$ cat config.mk
export PLATFORM = sky130hd
export DESIGN_NAME = fetch_seq
export DESIGN_NICKNAME = d
export VERILOG_FILES = /design/src/rtl/fetch_seq.sv
export SDC_FILE = /design/constraint.sdc
export NUM_CORES = 1
export LEC_CHECK = 0
export ABC_CLOCK_PERIOD_IN_PS = 2300
export BUFFER_PORTS_ARGS = -buffer_cell sky130_fd_sc_hd__buf_2
export CORE_UTILIZATION = 51
export DETAILED_ROUTE_END_ITERATION = 8
export PLACE_DENSITY_LB_ADDON = 0.05
export SYNTH_ARGS = -nofsm -noshare
export SYNTH_HDL_FRONTEND = slang
export SYNTH_SLANG_ARGS = --single-unit
$ cat constraint.sdc
create_clock -name clk -period 2.3 [get_ports clk]
set_input_delay 0.23 -clock clk [delete_from_list [all_inputs] [get_ports clk]]
set_output_delay 0.23 -clock clk [all_outputs]
set_load 0.005 [all_outputs]
$ cat src/rtl/fetch_seq.sv
// Fetch sequencer: issues word-aligned icache requests into a small prefetch buffer and
// handles redirects. Define FETCH_SEQ_C_EXT_EN to accept halfword-aligned redirect targets.
module fetch_seq #(
  parameter int unsigned     XLEN      = 32,
  parameter int unsigned     BUF_DEPTH = 2,
  parameter logic [XLEN-1:0] RESET_PC  = '0
) (
  input  logic            clk,
  input  logic            rst_n,
  input  logic            fetch_en_i,
  input  logic            redirect_i,
  input  logic [XLEN-1:0] redirect_pc_i,
  output logic            icache_req_o,
  output logic [XLEN-1:0] icache_addr_o,
  input  logic            icache_ack_i,
  input  logic [31:0]     icache_instr_i,
  output logic            buf_push_o,
  output logic [31:0]     buf_wdata_o,
  output logic            buf_flush_o,
  input  logic            buf_pop_i,
  output logic            start_half_o,
  output logic            misalign_o,
  output logic            busy_o
);

  localparam int unsigned    CW    = $clog2(BUF_DEPTH + 1);
  localparam logic [CW-1:0]  DEPTH = CW'(BUF_DEPTH);

  typedef enum logic [1:0] {StIdle, StFetch, StDiscard} state_e;

  state_e          state_q;
  logic [XLEN-3:0] fetch_addr_q;
  logic [XLEN-3:0] pend_addr_q;
  logic [CW-1:0]   count_q;
  logic            start_half_q;
  logic            lock_q;
  logic            misalign_q;

  logic            pc_bad;
  logic [XLEN-3:0] target_w;
  logic            pop_ok;
  logic [CW-1:0]   count_acked;
  logic            unused_pc_bit0;

`ifdef FETCH_SEQ_C_EXT_EN
  assign pc_bad       = 1'b0;
  assign start_half_o = start_half_q;
`else
  logic unused_start_half;
  assign pc_bad            = redirect_pc_i[1];
  assign start_half_o      = 1'b0;
  assign unused_start_half = start_half_q;
`endif

  assign unused_pc_bit0 = redirect_pc_i[0];
  assign target_w       = redirect_pc_i[XLEN-1:2];
  assign pop_ok         = buf_pop_i && (count_q != '0);
  assign count_acked    = pop_ok ? count_q : count_q + CW'(1);

  assign icache_req_o  = (state_q == StFetch) || (state_q == StDiscard);
  assign busy_o        = icache_req_o;
  assign icache_addr_o = {fetch_addr_q, 2'b00};
  assign buf_push_o    = (state_q == StFetch) && icache_ack_i && !redirect_i;
  assign buf_wdata_o   = icache_instr_i;
  assign buf_flush_o   = redirect_i;
  assign misalign_o    = misalign_q;

  always_ff @(posedge clk or negedge rst_n) begin
    if (!rst_n) begin
      state_q      <= StIdle;
      fetch_addr_q <= RESET_PC[XLEN-1:2];
      pend_addr_q  <= RESET_PC[XLEN-1:2];
      count_q      <= '0;
      start_half_q <= RESET_PC[1];
      lock_q       <= 1'b0;
      misalign_q   <= 1'b0;
    end else begin
      misalign_q <= redirect_i && pc_bad;
      if (redirect_i) begin
        count_q      <= '0;
        start_half_q <= redirect_pc_i[1];
        lock_q       <= pc_bad;
        if (state_q == StFetch && !icache_ack_i) begin
          // Keep the unacked request on the bus; its response will be dropped.
          state_q     <= StDiscard;
          pend_addr_q <= target_w;
        end else if (state_q == StDiscard && !icache_ack_i) begin
          pend_addr_q <= target_w;
        end else begin
          fetch_addr_q <= target_w;
          state_q      <= (fetch_en_i && !pc_bad) ? StFetch : StIdle;
        end
      end else begin
        unique case (state_q)
          StIdle: begin
            if (pop_ok) count_q <= count_q - CW'(1);
            if (fetch_en_i && (count_q < DEPTH) && !lock_q) state_q <= StFetch;
          end
          StFetch: begin
            if (icache_ack_i) begin
              count_q      <= count_acked;
              fetch_addr_q <= fetch_addr_q + 1'b1;
              state_q      <= (fetch_en_i && (count_acked < DEPTH)) ? StFetch : StIdle;
            end else if (pop_ok) begin
              count_q <= count_q - CW'(1);
            end
          end
          StDiscard: begin
            if (pop_ok) count_q <= count_q - CW'(1);
            if (icache_ack_i) begin
              fetch_addr_q <= pend_addr_q;
              state_q      <= (fetch_en_i && !lock_q) ? StFetch : StIdle;
            end
          end
          default: state_q <= StIdle;
        endcase
      end
    end
  end

endmodule

### Yosys cells after proc, flatten, opt, wreduce, memory -nomap -nowiden

Cells that the tools add are included.

| storage, ports and cells | value |
|---|---|
| flip-flop bits (word level) | 66 |
| latch bits | 0 |
| memory bits (writable) | 0 |
| ROM bits | 0 |
| input port bits | 70 |
| output and inout bits | 70 |
| word-level logic and storage cells | 67 |
| memories | 0 |

| operators by class | value |
|---|---|
| add/subtract/negate cells | 3 |
| multiply operators | 0 |
| div/mod/pow operators | 0 |
| magnitude comparators | 2 |
| eq/ne operators | 8 |
| shifts and indexed selects | 0 |
| multiplexer cells | 23 |
| bitwise gates (word level) | 0 |
| reduce and logical (&&, ||, !) cells | 25 |

Operators with widths:

| kind | count |
|---|---|
| two-way mux 30 bit | 7 |
| case mux 30 bit (2 select lines) | 1 |
| adder 30 x 1 -> 30 bit, second input constant | 1 |
| two-way mux 2 bit | 10 |
| inequality test 3 bit, second input constant | 4 |
| logical AND 1 bit | 11 |
| case mux 2 bit (3 select lines) | 1 |
| nonzero test 3 bit | 2 |
| AND reduction 5 bit | 1 |
| zero test 1 bit | 4 |
| < comparator 2 bit, second input constant | 2 |
| inequality test 2 bit, second input constant | 2 |
| case mux 2 bit (2 select lines) | 1 |
| AND reduction 4 bit | 1 |
| nonzero test 2 bit | 2 |
| two-way mux 1 bit | 3 |
| adder 2 x 1 -> 2 bit, second input constant | 1 |
| equality test 2 x 1 -> 1 bit, second input constant | 1 |
| equality test 2 bit, second input constant | 1 |
| zero test 2 bit | 1 |
| AND reduction 2 bit | 1 |
| OR reduction 2 bit | 1 |
| subtractor 2 x 1 -> 2 bit, second input constant | 1 |
| logical OR 1 bit | 1 |

### Longest topological paths before layout

Gate-level depths: netlist of the first run.

| logic depth | value |
|---|---|
| word-level depth | 9 |
| depth in mapped cells | 8 |
| gate-level depth less buffers | 7 |

### Worst setup path after synthesis of the first run

No wires, ideal clock.

| path | value |
|---|---|
| path kind | flip-flop to flip-flop |
| from | reg state_q[0] |
| to | reg fetch_addr_q[29] |
| setup time | 124 ps |
| arrival time | 1901 ps |
| path slack | 275 ps |
| cell stages (with the launch flop) | 8 |
| cell sequence | dfrtp_1 -> inv_1 -> ha_1 -> nor2_1 -> mux2i_1 -> clkbuf_1 -> nor2_1 -> a211o_1 |

| between the ends | value |
|---|---|
| word-level cells in the longest chain between the ends | 4 |

Ends and longest elaborated chain:

| what | line | source |
|---|---|---|
| from (decl) | 31 | `state_e state_q;` |
| from (signal assigned) | 70 | `state_q <= StIdle;` |
| from (signal assigned) | 85 | `state_q <= StDiscard;` |
| from (signal assigned) | 91 | `state_q <= (fetch_en_i && !pc_bad) ? StFetch : StIdle;` |
| equality test 2 bit or equality test 2 x 1 -> 1 bit (tied branches) | 87, 94, 83 |  |
| logical AND 1 bit, on equally long branches | 87, 83 |  |
| inequality test 2 bit (no source line) | n/a |  |
| AND reduction 5 bit (no source line) | n/a |  |
| to (signal assigned) | 90 | `fetch_addr_q <= target_w;` |
| to (signal assigned) | 102 | `fetch_addr_q <= fetch_addr_q + 1'b1;` |
| to (signal assigned) | 111 | `fetch_addr_q <= pend_addr_q;` |
| to (decl) | 32 | `logic [XLEN-3:0] fetch_addr_q;` |

Several ways; a longest one is shown, not always the timed one.
A chain may end at the register's enable or synchronous reset.

### Worst setup path in the final report of the first run

| path | value |
|---|---|
| from | reg state_q[1] |
| to | reg fetch_addr_q[29] |

The elaborated chain is that of the path after synthesis.

==> results.ini, run 1 <==
[setup_path]
timing.critical_path.required_ns = 2.53
worstSetupStartpointType = flip-flop
critical_path.endpoint_type = flip-flop
regToRegSetupSlack_ns = 0.16
critical_path_class = flip-flop to flip-flop
arrival_ns = 2.38
crit_path_max_fanout = 7

[logic_synthesis]
synth.area.top_cells = sky130_fd_sc_hd__dfrtp_1 (40%), sky130_fd_sc_hd__buf_4 (6.9%), sky130_fd_sc_hd__mux2_2 (6.3%)
syn_avg_cell_area_um2 = 9.57
synth_top_area_share_pct = 40.0
ys_seq_area_share_pct = 40.0
yosysWarningCount = 0
syn_inst = 431
synth_async_sr_flop_share_pct = 100
synth.distinct_cells = 60
ys_ff_latch = 66
synth_top_cell_by_area = sky130_fd_sc_hd__dfrtp_1
ys_dominant_reg_cell = sky130_fd_sc_hd__dfrtp_1
synth_area_um2 = 4130
synth-edff-count = 0

[routing]
route.detailed.vias_per_inst = 5.91
detail_route.wl_per_cell_um = 17.3
route.final.wire_length_um = 10100
route.detailed.drc = 0
antenna_violating_nets_post_route = 0
drt-initial-drc-count = 172
dr.pass1.iters = 4
via_count = 3441

[power_and_ir_drop]
design_power_total_mw = 5.36
vdd_drop_max_v = 0.000565
cellLeakagePower_nw = 2.09
power_density_nw_per_um2 = 1160

[timing]
grt_setup_unrepaired = no
timing_max_transition_violations_final = 0
fmaxAchievable_mhz = 467
final.min_clock_period_ns = 2.14
final_setup_violation_count = 0
clock_skew_ns = 0.00773
worst_hold_slack_ns = 0.128
layout_worst_path_cycle_share_pct = 93.1
final-hold-violation-count = 0
finalSetupTns_ns = 0

[placement]
portBuffers = 71
place_hpwl_um = 6950
routabilityCongestion = 0.810

[finish]
post_route_cells_drive_above_1_share_pct = 30.0
antenna_cells_inserted = 0
area_delta_synth_final_pct = 11.9
finish.net_count = 553

[clock_network]
cts.hold.buffers_added = 1
clock-sinks = 66
clock-root-buffer = sky130_fd_sc_hd__clkbuf_8
cts.repair.resized = 0
clock_tree.buffer_depth = 2
cts_inserted_buffers = 9
clk_latency_ns = 0.35
cts.htree.levels = 3
cts.repair_timing.setup_buffer_count = 0
clock_tree_from_tritoncts = built
clk_pin_slew_worst_paths_ns = 0.07

[die]
num_io_pins = 140
dieWidth_um = 92.0
floorplan.core_area_um2 = 7770
fp.dieH_um = 92.0
num_rows = 32
floorplan.die_area_um2 = 8450
initial_core_util_pct = 53.1

[outcome]
outcome = finished, final reports clean

[job]
max_cap_viol_count = 0

[worst_hold_path]
hold_path.class = primary input to flip-flop

[global_routing]
first_global_vias = 3440
grtUsageTotal_pct = 25.5
grt_pass1_wl_um = 16800
grt_remaining_overflow = 0
grt_antenna_before_repair = 0
largest_net_degree_at_the_start_of_global_routing = 67

registers in the layout, summed over array words and instances, names as in the netlist:
register,count
fetch_addr_q,30
pend_addr_q,30
count_q,2
state_q,2
lock_q,1
misalign_o,1
synthesized netlist by cell type, types with 5 or more instances:
library cell,n
sky130_fd_sc_hd__o21ai_1,11
sky130_fd_sc_hd__nor3_1,6
sky130_fd_sc_hd__o22ai_1,8
sky130_fd_sc_hd__xnor2_1,7
sky130_fd_sc_hd__a21oi_1,35
sky130_fd_sc_hd__buf_2,6
sky130_fd_sc_hd__mux2_1,8
sky130_fd_sc_hd__dfrtp_1,66
sky130_fd_sc_hd__and3_1,14
sky130_fd_sc_hd__nand3_1,13
sky130_fd_sc_hd__mux2_2,23
sky130_fd_sc_hd__nor2_1,22
sky130_fd_sc_hd__inv_1,9
sky130_fd_sc_hd__xor2_1,8
sky130_fd_sc_hd__a211oi_1,5
sky130_fd_sc_hd__a31oi_1,5
sky130_fd_sc_hd__ha_1,7
sky130_fd_sc_hd__buf_4,38
sky130_fd_sc_hd__clkbuf_1,16
sky130_fd_sc_hd__nand2b_1,5
sky130_fd_sc_hd__o21ai_0,18
sky130_fd_sc_hd__a221oi_1,8
sky130_fd_sc_hd__mux2i_1,8
sky130_fd_sc_hd__nand2_1,28
sky130_fd_sc_hd__nand4_1,6
path summary, 6_finish.rpt:
check	depth (start not counted)	end	start
min in group asynchronous	3	pend_addr_q[26]$_DFFE_PN0P_	rst_n
max in group asynchronous	3	fetch_addr_q[2]$_DFFE_PN0P_	rst_n
worst max register to register	7	fetch_addr_q[29]$_DFFE_PN0P_	state_q[1]$_DFFE_PN0P_
worst min-delay path	2	pend_addr_q[12]$_DFFE_PN0P_	redirect_pc_i[14]
worst min register to register	1	lock_q$_DFFE_PN0P_	lock_q$_DFFE_PN0P_
worst max-delay path	7	fetch_addr_q[29]$_DFFE_PN0P_	state_q[1]$_DFFE_PN0P_
layout make-up:
class                           instances  area, µm²
Clock buffer                           13        179
Clock inverter                          2       10.0
Fill cell                             717       3150
Inverter                               11       41.3
Multi-Input combinational cell        295       2070
Sequential cell                        66       1650
Tap cell                              102        128
Timing Repair Buffer                   93        536
cell families after synthesis:
kind of cell	Yosys count	share of synthesized area, %
other	1	0.0909
AND/OR/NAND/NOR	114	15.9
XOR/XNOR	15	3.18
flip-flops	66	40.0
buffers and inverters	72	10.2
multiplexers	39	10.4
adder cells (fa/ha/maj)	7	2.12
AO/OA/AOI/OAI	117	18.0
routing by layer:
layer  global-route usage (%)  routed length, µm
met2                     40.7               4880
met4                     11.3                216
met1                     33.9               4350
met5                        0                  0
met3                     4.81                610
per-stage QoR:
stage                     utilization (%)  worst slack, ns  instance area [µm²]  std cells
after global routing                 59.5          0.00320                 4620        582
after floorplan                         -            0.275                 4130        433
after global placement               56.9            0.249                 4420        566
after CTS                            59.5            0.170                 4620        582
final                                59.5            0.159                 4620        582
after detailed placement             56.9            0.203                 4420        566
worst max-delay path, cell delays in order, from the launching register on:
cell,delay (ns)
sky130_fd_sc_hd__dfrtp_1,0.40
sky130_fd_sc_hd__inv_1,0.08
sky130_fd_sc_hd__ha_1,0.26
sky130_fd_sc_hd__nor2_1,0.21
sky130_fd_sc_hd__mux2i_2,0.45
sky130_fd_sc_hd__nor2_1,0.14
sky130_fd_sc_hd__and4b_1,0.21
sky130_fd_sc_hd__a211o_1,0.29
where the power goes:
group	total [mW]	switching [mW]	internal, mW
logic	2.14	1.04	1.10
registers	2.27	0.574	1.70
clock network	0.948	0.447	0.500
total	5.36	2.06	3.29
placed cells by master, fill, tap and decap left out, types with 3 or more instances in the layout:
cell and count:
sky130_fd_sc_hd__mux2_2 23, sky130_fd_sc_hd__conb_1 3, sky130_fd_sc_hd__o21a_1 3, sky130_fd_sc_hd__o22ai_1 8, sky130_fd_sc_hd__buf_2 71, sky130_fd_sc_hd__inv_1 9
sky130_fd_sc_hd__a221oi_1 8, sky130_fd_sc_hd__o211ai_1 3, sky130_fd_sc_hd__a211o_1 3, sky130_fd_sc_hd__o21ai_1 11, sky130_fd_sc_hd__nand3_1 13, sky130_fd_sc_hd__nor3_1 5
sky130_fd_sc_hd__o21ai_0 18, sky130_fd_sc_hd__mux2_1 8, sky130_fd_sc_hd__a21oi_1 35, sky130_fd_sc_hd__buf_4 20, sky130_fd_sc_hd__dfrtp_1 66, sky130_fd_sc_hd__ha_1 7
sky130_fd_sc_hd__mux2i_1 6, sky130_fd_sc_hd__xnor2_1 7, sky130_fd_sc_hd__clkbuf_8 13, sky130_fd_sc_hd__xor2_1 8, sky130_fd_sc_hd__a32o_1 3, sky130_fd_sc_hd__nand2_1 28
sky130_fd_sc_hd__nor2_1 22, sky130_fd_sc_hd__nand4_1 6, sky130_fd_sc_hd__nand2b_1 5, sky130_fd_sc_hd__a31oi_1 5, sky130_fd_sc_hd__and3_1 14, sky130_fd_sc_hd__a211oi_1 5
Power figures use the tool's default switching activity.
==> inputs of run 2 (changes only) <==
--- a/config.mk
+++ b/config.mk
@@ -7,6 +7,7 @@
 export LEC_CHECK = 0
 export ABC_CLOCK_PERIOD_IN_PS = 2300
 export BUFFER_PORTS_ARGS = -buffer_cell sky130_fd_sc_hd__buf_2
+export CORE_MARGIN = 2
 export CORE_UTILIZATION = 51
 export DETAILED_ROUTE_END_ITERATION = 8
 export PLACE_DENSITY_LB_ADDON = 0.05
==> run 2 against run 1 <==
  * Critical path depth unchanged
  * First-iteration DRC count increased by 39%
  * Total power decreased by 1.4%
  * Hold slack improved by 0.0028 ns
  * Global-route usage decreased by 1.5 points
  * Sequential power about the same
  * Clock power decreased by 7.3%
  * Cell count unchanged
  * Cell area decreased by 0.32%
  * Flip-flop and latch count unchanged
==> results.ini, run 2 (synthesized netlist as in run 1, its figures left out) <==
[power_and_ir_drop]
switching_part_of_the_total_pct = 38.8  ; +0.24 points
share_seq_of_total_power_pct = 43.1  ; +0.7 points
intPower_mw = 3.23  ; -1.8%
total_net_switching_power_mw = 2.05  ; -0.83%
power_density_nw_per_um2 = 1150  ; -1.1%
cellLeakagePower_nw = 2.07  ; -0.70%
clock_power_share_pct = 16.7  ; -1.0 points
design_power_total_mw = 5.28  ; -1.4%
p_comb_share_pct = 40.3  ; +0.4 points
vdd_drop_max_v = 0.000518  ; -8.4%

[setup_path]
critical_path_class = flip-flop to flip-flop
critical-path-max-stage-delay_ns = 0.40  ; -0.05 ns
crit_path_top_delay_cell = sky130_fd_sc_hd__dfrtp_1
worstPathCellList = inv_1 > ha_1 > nor2_2 > mux2i_2 > nor2_1 > and4b_1 > a211o_1
critical_path.endpoint_type = flip-flop
crit_path_max_fanout = 6  ; -1
timing.critical_path.required_ns = 2.51  ; -0.02 ns
regToRegSetupSlack_ns = 0.22  ; +0.06 ns
rr_worst_depth = 7  ; unchanged
worstSetupStartpointType = flip-flop
arrival_ns = 2.29  ; -0.09 ns

[timing]
timing_max_transition_violations_final = 0  ; unchanged
fmaxAchievable_mhz = 480  ; +2.8%
max_slew.worst_pin.slew_ns = 0.777
finalSetupTns_ns = 0  ; unchanged
final_setup_violation_count = 0  ; unchanged
final.min_clock_period_ns = 2.08  ; -0.0579 ns
layout_worst_path_cycle_share_pct = 90.6  ; -2.5 points
slew-limit-headroom_pct = 48.2
grt_setup_unrepaired = no
clock_skew_ns = 0.0130  ; +0.00524 ns
worst_hold_slack_ns = 0.131  ; +0.00280 ns
final-hold-violation-count = 0  ; unchanged

[global_routing]
grt_remaining_overflow = 0  ; unchanged
grtUsageTotal_pct = 24.0  ; -1.5 points
grt_pass1_wl_um = 16700  ; -0.61%
first_global_vias = 3374  ; -1.9%
largest_net_degree_at_the_start_of_global_routing = 37  ; -45%
grt_antenna_before_repair = 0  ; unchanged

[routing]
via_count = 3431  ; -0.29%
route.detailed.vias_per_inst = 5.90  ; -0.29%
antenna_violating_nets_post_route = 0  ; unchanged
routedLengthMet1_um = 4740  ; +9.1%
met2_length_um = 4800  ; -1.7%
drt-initial-drc-count = 239  ; +39%
route.top_layer_used = met4
route.detailed.drc = 0  ; unchanged
route.final.wire_length_um = 10200  ; +1.1%
dr_wl_met3_um = 467  ; -23%
dr.pass1.iters = 4  ; unchanged
detail_route.wl_per_cell_um = 17.5  ; +1.1%

[clock_network]
clock-sinks = 66  ; unchanged
cts_inserted_buffers = 9  ; unchanged
clk_latency_ns = 0.34  ; about the same
cts.htree.levels = 3  ; unchanged
clock-root-buffer = sky130_fd_sc_hd__clkbuf_8
clk_pin_slew_worst_paths_ns = 0.08  ; about the same
cts.repair_timing.setup_buffer_count = 0  ; unchanged
clock_tree.buffer_depth = 2  ; unchanged
clock_tree_from_tritoncts = built

[finish]
reg_top3 = fetch_addr_q (30), pend_addr_q (30)
antenna_cells_inserted = 0  ; unchanged
final_cell_mix = sky130_fd_sc_hd__buf_2 (71), sky130_fd_sc_hd__dfrtp_1 (66), sky130_fd_sc_hd__a21oi_1 (35), sky130_fd_sc_hd__nand2_1 (28), sky130_fd_sc_hd__mux2_2 (23)
post-route-cell-area_um2 = 4600  ; -0.32%
post_route_cells_drive_above_1_share_pct = 29.8  ; -0.21 points
instances_no_fill = 582  ; unchanged
layout.cells.most_common = sky130_fd_sc_hd__buf_2
finish.net_count = 553  ; unchanged
fillers = 703  ; -2.0%
area_delta_synth_final_pct = 11.6

[die]
fp.dieH_um = 94.0  ; +2.2%
initial_core_util_pct = 53.1  ; unchanged
dieWidth_um = 94.0  ; +2.2%
num_io_pins = 140  ; unchanged
num_rows = 32  ; unchanged
floorplan.core_area_um2 = 7770  ; unchanged
floorplan.die_area_um2 = 8830  ; +4.4%

[placement]
placed_cells_incl_taps = 566  ; unchanged
portBuffers = 71  ; unchanged
placed_area_um2 = 4420  ; unchanged
routabilityCongestion = 0.822  ; +1.5%
place_hpwl_um = 7070  ; +1.8%

[job]
max_cap_viol_count = 0  ; unchanged

[outcome]
outcome = finished, final reports clean

[worst_hold_path]
hold_path.class = primary input to flip-flop
min_path_cells = 2  ; unchanged

run 2: changes by cell type in the layout (fill, tap and decap cells not counted):
cell	change
sky130_fd_sc_hd__clkbuf_1	+2
sky130_fd_sc_hd__clkinvlp_4	+1
sky130_fd_sc_hd__clkbuf_8	-2
sky130_fd_sc_hd__nor2_2	+1
sky130_fd_sc_hd__clkinv_2	-1
sky130_fd_sc_hd__nor2_1	-1
run 2: per-stage QoR:
step | util [%] | setup WS [ns]
after floorplan | - | 0.275
final | 59.3 | 0.217
after global routing | 59.3 | 0.0564
after global placement | 56.9 | 0.216
after CTS | 59.2 | 0.130
after detailed placement | 56.9 | 0.168
run 2: area by class of cell:
class | count | area, µm² | area share, %
multi-input combinational | 295 | 2080 | 45.1
inverter | 11 | 41.3 | 0.897
sequential | 66 | 1650 | 35.9
clock inverter | 2 | 12.5 | 0.272
tap | 102 | 128 | 2.77
clock buffer | 13 | 159 | 3.45
timing repair buffer | 93 | 536 | 11.6
run 2: metal layers:
metal  track usage [%]  vias up
li1                  -     1629
met1              32.9     1680
met2              39.0      104
met3              3.13       18
met4              8.94        0
met5                 0        -
run 2: path summary, 6_finish.rpt:
path,from,end
worst min register to register,pend_addr_q[18]$_DFFE_PN0P_,pend_addr_q[18]$_DFFE_PN0P_
min in group asynchronous,rst_n,count_q[0]$_DFFE_PN0P_
max in group asynchronous,rst_n,pend_addr_q[16]$_DFFE_PN0P_
worst max register to register,state_q[1]$_DFFE_PN0P_,fetch_addr_q[29]$_DFFE_PN0P_
worst min-delay path,redirect_pc_i[25],pend_addr_q[23]$_DFFE_PN0P_
worst max-delay path,state_q[1]$_DFFE_PN0P_,fetch_addr_q[29]$_DFFE_PN0P_
run 2: timing repair:
| action | CTS | global route |
|---|---|---|
| setup endpoints to repair | 0 | 4 |
| hold buffers | 1 | 0 |
| endpoints found under the hold margin | 30 | 0 |
| gates resized for setup | 0 | 1 |
run 2: worst max-delay path, delay by kind of cell, from the launching register on:
kind	cells	cell delay, ns
AND/OR/NAND/NOR	3	0.58
buffers and inverters	1	0.08
AO/OA/AOI/OAI	1	0.29
flip-flops	1	0.40
adder cells (fa/ha/maj)	1	0.27
multiplexers	1	0.35
run 2: power by group through the flow:
stage	clock network [mW]	registers [mW]	logic, mW
5_1_grt	0.954	2.35	2.39
2_1_floorplan	0	2.16	1.52
3_5_place_dp	0	2.28	2.13
4_1_cts	0.904	2.26	2.15
6_report	0.879	2.27	2.13
3_3_place_gp	0	2.26	2.07
